[src/rtl/shift_add_multiplier_if.sv]
// Multiply request/response bundle for the shift-and-add multiplier.
// master: i_start, i_multiplicand, i_multiplier out; o_busy, o_done, o_product in.
interface shift_add_multiplier_if #(
    parameter int WIDTH = 2
);
    logic               i_start;
    logic [WIDTH-1:0]   i_multiplicand;
    logic [WIDTH-1:0]   i_multiplier;
    logic               o_busy;
    logic               o_done;
    logic [2*WIDTH-1:0] o_product;

    modport master (
        output i_start,
        output i_multiplicand,
        output i_multiplier,
        input  o_busy,
        input  o_done,
        input  o_product
    );

    modport slave (
        input  i_start,
        input  i_multiplicand,
        input  i_multiplier,
        output o_busy,
        output o_done,
        output o_product
    );
endinterface

[src/rtl/shift_add_multiplier.sv]
// Unsigned sequential shift-and-add multiplier, WIDTH x WIDTH -> 2*WIDTH,
// one add per cycle through a ripple_carry_adder.
// Ports: i_clk, i_rst (sync, active-high), bus (slave modport):
//   i_start/i_multiplicand/i_multiplier in; o_busy/o_done/o_product out.

module ripple_carry_adder #(
    parameter int WIDTH = 2
) (
    input  logic [WIDTH-1:0] i_add_term1,
    input  logic [WIDTH-1:0] i_add_term2,
    output logic [WIDTH:0]   o_result
);
    logic [WIDTH:0] carry;

    assign carry[0] = 1'b0;

    for (genvar i = 0; i < WIDTH; i++) begin : g_fa
        assign o_result[i]  = i_add_term1[i] ^ i_add_term2[i] ^ carry[i];
        assign carry[i+1]   = (i_add_term1[i] & i_add_term2[i])
                            | (carry[i] & (i_add_term1[i] ^ i_add_term2[i]));
    end

    assign o_result[WIDTH] = carry[WIDTH];
endmodule

module shift_add_multiplier #(
    parameter int WIDTH = 2
) (
    input  logic                  i_clk,
    input  logic                  i_rst,
    shift_add_multiplier_if.slave bus
);
    localparam int CW = $clog2(WIDTH);

    typedef enum logic [1:0] {
        IDLE = 2'd0,
        RUN  = 2'd1,
        DONE = 2'd2
    } state_t;

    state_t             state_q, state_d;
    logic [WIDTH-1:0]   a_q, a_d;
    logic [WIDTH-1:0]   q_q, q_d;
    logic [WIDTH-1:0]   m_q, m_d;
    logic [CW-1:0]      cnt_q, cnt_d;
    logic [2*WIDTH-1:0] prod_q, prod_d;
    logic               done_q, done_d;
    logic               busy_q, busy_d;

    logic [WIDTH-1:0]   term2;
    logic [WIDTH:0]     sum;

    assign term2 = q_q[0] ? m_q : '0;

    ripple_carry_adder #(
        .WIDTH(WIDTH)
    ) u_adder (
        .i_add_term1(a_q),
        .i_add_term2(term2),
        .o_result   (sum)
    );

    always_comb begin
        state_d = state_q;
        a_d     = a_q;
        q_d     = q_q;
        m_d     = m_q;
        cnt_d   = cnt_q;
        prod_d  = prod_q;
        done_d  = 1'b0;
        unique case (state_q)
            IDLE: begin
                if (bus.i_start) begin
                    m_d     = bus.i_multiplicand;
                    q_d     = bus.i_multiplier;
                    a_d     = '0;
                    cnt_d   = '0;
                    state_d = RUN;
                end
            end
            RUN: begin
                // Adder carry lands in A's MSB; S[0] shifts into Q.
                a_d   = sum[WIDTH:1];
                q_d   = {sum[0], q_q[WIDTH-1:1]};
                cnt_d = cnt_q + CW'(1);
                if (cnt_q == CW'(WIDTH - 1)) begin
                    prod_d  = {sum[WIDTH:1], sum[0], q_q[WIDTH-1:1]};
                    done_d  = 1'b1;
                    state_d = DONE;
                end
            end
            DONE: begin
                state_d = IDLE;
            end
            default: begin
                state_d = IDLE;
            end
        endcase
        busy_d = (state_d != IDLE);
    end

    always_ff @(posedge i_clk) begin
        if (i_rst) begin
            state_q <= IDLE;
            a_q     <= '0;
            q_q     <= '0;
            m_q     <= '0;
            cnt_q   <= '0;
            prod_q  <= '0;
            done_q  <= 1'b0;
            busy_q  <= 1'b0;
        end else begin
            state_q <= state_d;
            a_q     <= a_d;
            q_q     <= q_d;
            m_q     <= m_d;
            cnt_q   <= cnt_d;
            prod_q  <= prod_d;
            done_q  <= done_d;
            busy_q  <= busy_d;
        end
    end

    assign bus.o_busy    = busy_q;
    assign bus.o_done    = done_q;
    assign bus.o_product = prod_q;
endmodule

[src/flat_wrapper.sv]
// flat-port wrapper written by rule: the top's interface ports become plain ports
module shift_add_multiplier_flat 
#(
    parameter int WIDTH = 2
)
  (i_clk, i_rst, bus_i_start, bus_i_multiplicand, bus_i_multiplier, bus_o_busy, bus_o_done, bus_o_product);
  shift_add_multiplier_if #(.WIDTH(WIDTH)) bus_i ();
  input  logic i_clk;
  input  logic i_rst;
  input wire logic [$bits(bus_i.i_start)-1:0] bus_i_start;
  input wire logic [$bits(bus_i.i_multiplicand)-1:0] bus_i_multiplicand;
  input wire logic [$bits(bus_i.i_multiplier)-1:0] bus_i_multiplier;
  output wire logic [$bits(bus_i.o_busy)-1:0] bus_o_busy;
  output wire logic [$bits(bus_i.o_done)-1:0] bus_o_done;
  output wire logic [$bits(bus_i.o_product)-1:0] bus_o_product;
  assign bus_i.i_start = bus_i_start;
  assign bus_i.i_multiplicand = bus_i_multiplicand;
  assign bus_i.i_multiplier = bus_i_multiplier;
  assign bus_o_busy = bus_i.o_busy;
  assign bus_o_done = bus_i.o_done;
  assign bus_o_product = bus_i.o_product;
  shift_add_multiplier #(.WIDTH(WIDTH)) u_core (.i_clk(i_clk), .i_rst(i_rst), .bus(bus_i));
endmodule
[config.mk]
export PLATFORM = sky130hd
export DESIGN_NAME = shift_add_multiplier_flat
export DESIGN_NICKNAME = d
export VERILOG_FILES = /design/src/rtl/shift_add_multiplier_if.sv /design/src/rtl/shift_add_multiplier.sv /design/src/flat_wrapper.sv
export SDC_FILE = /design/constraint.sdc
export NUM_CORES = 1
export LEC_CHECK = 0
export ABC_AREA = 1
export BUFFER_PORTS_ARGS = -buffer_cell sky130_fd_sc_hd__buf_4
export CORE_MARGIN = 3
export CORE_UTILIZATION = 45
export DETAILED_ROUTE_END_ITERATION = 8
export PLACE_DENSITY = 0.7
export SYNTH_ARGS = -nofsm -noshare
export SYNTH_HDL_FRONTEND = slang
export SYNTH_SLANG_ARGS = --single-unit
[constraint.sdc]
create_clock -name i_clk -period 1.15 [get_ports i_clk]
set_input_delay 0.0575 -clock i_clk [delete_from_list [all_inputs] [get_ports i_clk]]
set_output_delay 0.0575 -clock i_clk [all_outputs]
set_load 0.005 [all_outputs]
# Word-level counts from Yosys, hierarchy flattened
# Cells that the tools add are included.
[totals]
regBits = 15
[op_classes]
add_sub_neg = 1
eq_ne = 2
muxes = 11
n_bitwise = 8
n_reduce_logical = 7
[ops]
columns = ["cell", "n"]
rows = [
  ["2-bit one-hot mux with 2 select lines", 3],
  ["2-bit two-way mux", 5],
  ["2-bit AND reduction", 3],
  ["2-bit nonzero test", 2],
  ["1-bit AND", 3],
  ["1-bit bitwise XOR", 3],
  ["2-bit by 1-bit equality test with 1-bit output, second input constant", 1],
  ["2-bit zero test", 1],
  ["1-bit two-way mux", 2],
  ["2-bit inequality test, second input constant", 1],
  ["1-bit one-hot mux with 2 select lines", 1],
  ["2-bit OR reduction", 1],
  ["1-bit adder, second input constant", 1],
  ["1-bit NOT", 1],
  ["1-bit bitwise OR", 1],
]

# Depth between registers and ports, before layout
[depth]
depth_word = 5
mapped_depth = 7
depth_no_buf = 7

# Hierarchy
# A second synthesis with hierarchy kept.
[unflattened]
cells_unflattened = 84
hier_area_um2 = 648.1
[by_module_without_submodules]
columns = ["module", "instances", "cells_per_inst", "area_per_inst_um2", "seq_area_each_um2"]
rows = [
  ["shift_add_multiplier", 1, 77, 596.8, 300.3],
  ["ripple_carry_adder", 1, 7, 51.3, 0.0],
]

# Least setup slack after synthesis
# Ideal clock, no wire load.
[synth_timing]
path_kind = "register -> register"
startpoint = "register u_core.q_q[0]"
endpoint = "register u_core.a_q[0]"
setup_time_ps = 70
arrival_ps = 1203
t_required_ps = 1080
slack_ps = -123
stages_incl_launch_ff = 7
n_path_buf = 0
cell_sequence = "dfxtp_1 -> nand2_1 -> inv_1 -> ha_1 -> fa_1 -> nand2_1 -> a21oi_1"
[synth_between]
elab_chain_cells = 4
elab_cells_between_ends = 5
cone_classes = "2 x mux; 3 x bitwise"
[synth_lines]
columns = ["item", "line", "source"]
rows = [
  ["from (decl)", "shift_add_multiplier.sv:43", "logic [WIDTH-1:0] q_q, q_d;"],
  ["from (signal assigned)", "shift_add_multiplier.sv:115", "q_q <= q_d;"],
  ["2-bit two-way mux (*)", "shift_add_multiplier.sv:53", "assign term2 = q_q[0] ? m_q : '0;"],
  ["1-bit bitwise XOR / 1-bit AND (equally long branches)", "shift_add_multiplier.sv:18, shift_add_multiplier.sv:19", ""],
  ["1-bit bitwise XOR (*)", "shift_add_multiplier.sv:18", "assign o_result[i] = i_add_term1[i] ^ i_add_term2[i] ^ carry[i];"],
  ["net u_core.sum[1]", "shift_add_multiplier.sv:51", "logic [WIDTH:0] sum;"],
  ["2-bit one-hot mux with 2 select lines (*)", "shift_add_multiplier.sv:71", "unique case (state_q)"],
  ["to (signal assigned)", "shift_add_multiplier.sv:105", "a_q <= '0;"],
  ["to (signal assigned)", "shift_add_multiplier.sv:114", "a_q <= a_d;"],
  ["to (decl)", "shift_add_multiplier.sv:42", "logic [WIDTH-1:0] a_q, a_d;"],
]
# The timed path passes the listed nets; every way through them passes the cells marked *.
# A chain may end at the register's enable or synchronous reset.

# Worst setup path in the final report
[layout_timing]
startpoint = "register u_core.m_q[0]"
endpoint = "register u_core.a_q[0]"
[layout_between]
elab_chain_cells = 4
[layout_lines]
columns = ["item", "line", "source"]
rows = [
  ["from (decl)", "shift_add_multiplier.sv:44", "logic [WIDTH-1:0] m_q, m_d;"],
  ["from (signal assigned)", "shift_add_multiplier.sv:116", "m_q <= m_d;"],
  ["2-bit two-way mux", "shift_add_multiplier.sv:53", ""],
  ["1-bit AND", "shift_add_multiplier.sv:19", "assign carry[i+1] = (i_add_term1[i] & i_add_term2[i])"],
  ["1-bit bitwise XOR", "shift_add_multiplier.sv:18", ""],
  ["net u_core.sum[1]", "shift_add_multiplier.sv:51", ""],
  ["2-bit one-hot mux with 2 select lines", "shift_add_multiplier.sv:71", ""],
]
# The timed path passes the listed nets, and every way through them passes these cells.

==> results by group <==
Yosys
  – Syn avg cell area: 7.967 um2
  – Synth top area share: 47.71%
  – Yosys cell types: 16
  – Mapped cell area: 629.4 um2
  – Cell taking the most area after synthesis: dfxtp_1
  – Mapped Nets: 88
  – Most numerous cell in the Yosys netlist: nand2_1
  – Post-Synthesis Cells: 79
  – Synth Warn #: 0
  – Post-synth top cells: nand2_1 (16), dfxtp_1 (15), nand3_1 (11)
  – Top FF cell, synth: dfxtp_1
  – Seq cells post-synth: 15
  – Synth top area cells: dfxtp_1 (48%), nand2_1 (9.5%), nand3_1 (8.7%), a21oi_1 (5.6%), inv_1 (5.4%)
  – Sequential area share after synthesis: 47.71%
  – Post-synth EDFFs: 0
  – Async S/R FF share, synth: 0%

Placement
  – Placed cells: 105
  – Placed cell areas: 742.0 um2
  – RD Place Congestion: 0.7161
  – Dpl hpwl: 974.6 um
  – IO buf count: 12

GRT
  – Initial antenna violation count: 0
  – GR Util met1: 17.39%
  – Total grt overflow: 0
  – Layer with the highest usage: met2
  – Routing usage on met3: 3.734%
  – Gr usage total: 15.02%
  – Largest net degree at the start of global routing: 11
  – Global Route met2 Usage: 25.96%
  – Vias in the first global route: 527
  – First-pass GRT wire length: 2.118 mm

Layout
  – Design Area, Final: 774.5 um2
  – Layout cell share with drive strength beyond 1: 27.37%
  – Fill count: 106
  – Area of the multi-input gates: 289.0 um2
  – Area Growth Syn to Fin: 23.06%
  – Reg area: 301.5 um2
  – Nets@finish: 105
  – Fin cells: 109
  – Final core utilization: 64.48%
  – ANT cells: 0

Timing
  – Final hold slack: 32.61 ps
  – Min Tclk post-route: 1307 ps
  – Part of the cycle the worst path needs: 113.7%
  – Skew final: 6.106 ps
  – Worst-Margin Slew: 240.9 ps
  – Final setup vio count: 4
  – Max Clock Freq: 764.8 MHz
  – Post-route setup slack: -157.5 ps
  – Unrepaired setup endpoints after global routing: yes
  – Setup TNS: -339.3 ps
  – Slew headroom: 83.92%
  – Final Hold Fails: 0
  – Final Max Slew Viols: 0

Setup path
  – Crit start category: flip-flop
  – Reg2reg setup slack: -160 ps
  – Crit Path Class: reg2reg
  – Required time of the critical path: 1370 ps
  – CP Capture Type: flip-flop
  – RR Startpoint: u_core.m_q[0]
  – Worst reg2reg endpoint: u_core.a_q[0]
  – Worst EP arrival: 1530 ps
  – CP max FO: 2
  – Reg2Reg Depth: 6

Clock network
  – Total CTS buffers: 3
  – Post-CTS setup buffer count: 0
  – Clk sinks: 15
  – Clk_lat worst skew: 280 ps
  – Max Buffers Root-to-Sink: 2
  – H-tree depth: 1
  – Hold_buf cts: 0
  – Root buffer cell: clkbuf_4
  – Clk pin slew, worst setup/hold paths: 90 ps
  – CTS tree: done

Hold path
  – Startpoint of the worst hold path: i_rst
  – Hold path cells: 2
  – End of the worst hold path: u_core.cnt_q
  – Worst min path class: in2reg

Die
  – Row Count: 12
  – Die Wd: 43.40 um
  – Core area: 1201 um2
  – Die Ht: 43.40 um
  – IO Count: 13
  – Full die area: 1883 um2
  – Initial Util: 52.40%

Power and ir drop
  – Pwr Density: 1266 nW/um2
  – Peak supply drop: 0.0005802 V
  – Pleak: 0.0004006 uW

Drt
  – # DRC: 0
  – Pre-Repair DR Iteration Count: 3
  – Via-to-Cell Ratio: 4.835
  – Initial DRC Count: 4
  – Vias: 527
  – Avg WL per Cell: 11.17 um
  – Final wirelength: 1.218 mm
  – Antenna viol nets, final: 0

Run status
  – Status: complete, but fails checks
  – Failing checks: setup timing

Run
  – Max Cap Viol: 0
## critical path: stages, from the launching register on
cell and delay [ps]:
dfxtp_2 330, nand2_1 50, inv_1 40, ha_2 160, fa_1 500, nand2_1 60
a21oi_1 110
## report_power, final
| part | switching, uW | leakage (uW) | internal [uW] |
|---|---|---|---|
| Sequential | 14.7 | 0.000123 | 544 |
| Combinational | 74.0 | 0.000260 | 54.5 |
| Clock | 165 | 0.0000177 | 129 |
| Total | 253 | 0.000401 | 727 |
## how the worst max path moves through the flow
stage                   from             to
6_report       u_core.m_q[0]  u_core.a_q[0]
5_1_grt        u_core.q_q[0]  u_core.a_q[0]
4_1_cts        u_core.m_q[0]  u_core.a_q[0]
3_5_place_dp   u_core.m_q[0]  u_core.a_q[0]
3_3_place_gp   u_core.m_q[0]  u_core.a_q[0]
2_1_floorplan  u_core.q_q[0]  u_core.a_q[0]
## metal layers
layer  part of all wire [%]  vias to the layer above
li1                       -                      280
met1                     44                      239
met2                     51                        6
met3                    3.3                        2
met4                   0.82                        0
met5                      0                        -
## flip-flops by register name, summed over array words and instances (netlist names)
register,cells
u_core.bus.o_product,4
u_core.cnt_q,1
u_core.state_q,2
u_core.a_q,2
u_core.bus.o_busy,1
u_core.m_q,2
u_core.bus.o_done,1
u_core.q_q,2
## through the flow
stage | power, uW | setup slack, ps
2_1_floorplan | 650.3 | -109.7
3_3_place_gp | 693.3 | -127.0
3_5_place_dp | 698.1 | -171.1
4_1_cts | 988.7 | -150.1
5_1_grt | 1037 | -275.9
6_report | 980.7 | -157.5
## layout by cell type, fill, tap and decap left out, types with 2 or more instances in the layout
master / instances
nand2_1: 16
dfxtp_1: 14
buf_4: 13
nand3_1: 11
inv_1: 9
nor2_1: 9
a21oi_1: 6
clkbuf_4: 3
inv_2: 2
o21ai_0: 2
## cell families (layout without fill, tap and decap cells)
family / Yosys count / count (layout) / share of synthesized area [%]
and+or+nand+nor: 41 / 41 / 32.60
buffers and inverters: 12 / 28 / 7.355
AOI/OAI and AO/OA: 9 / 9 / 7.157
adders and majority gates: 2 / 2 / 5.169
DFF: 15 / 15 / 47.71
## repair_timing
| action | CTS | global route |
|---|---|---|
| hold endpoints to repair | 0 | 0 |
| gates resized for setup | 0 | 2 |
| setup endpoints to repair | 4 | 5 |
| pin swaps | 1 | 1 |
## layout make-up
cell class / count / share of cell area (%)
inverter: 11 / 5.331
clock inverter: 1 / 0.6462
tap: 14 / 2.262
timing repair buffer: 13 / 12.60
multi-input combinational: 52 / 37.32
sequential: 15 / 38.93
clock buffer: 3 / 2.908
Note: power is estimated with default switching activity, not from simulation.
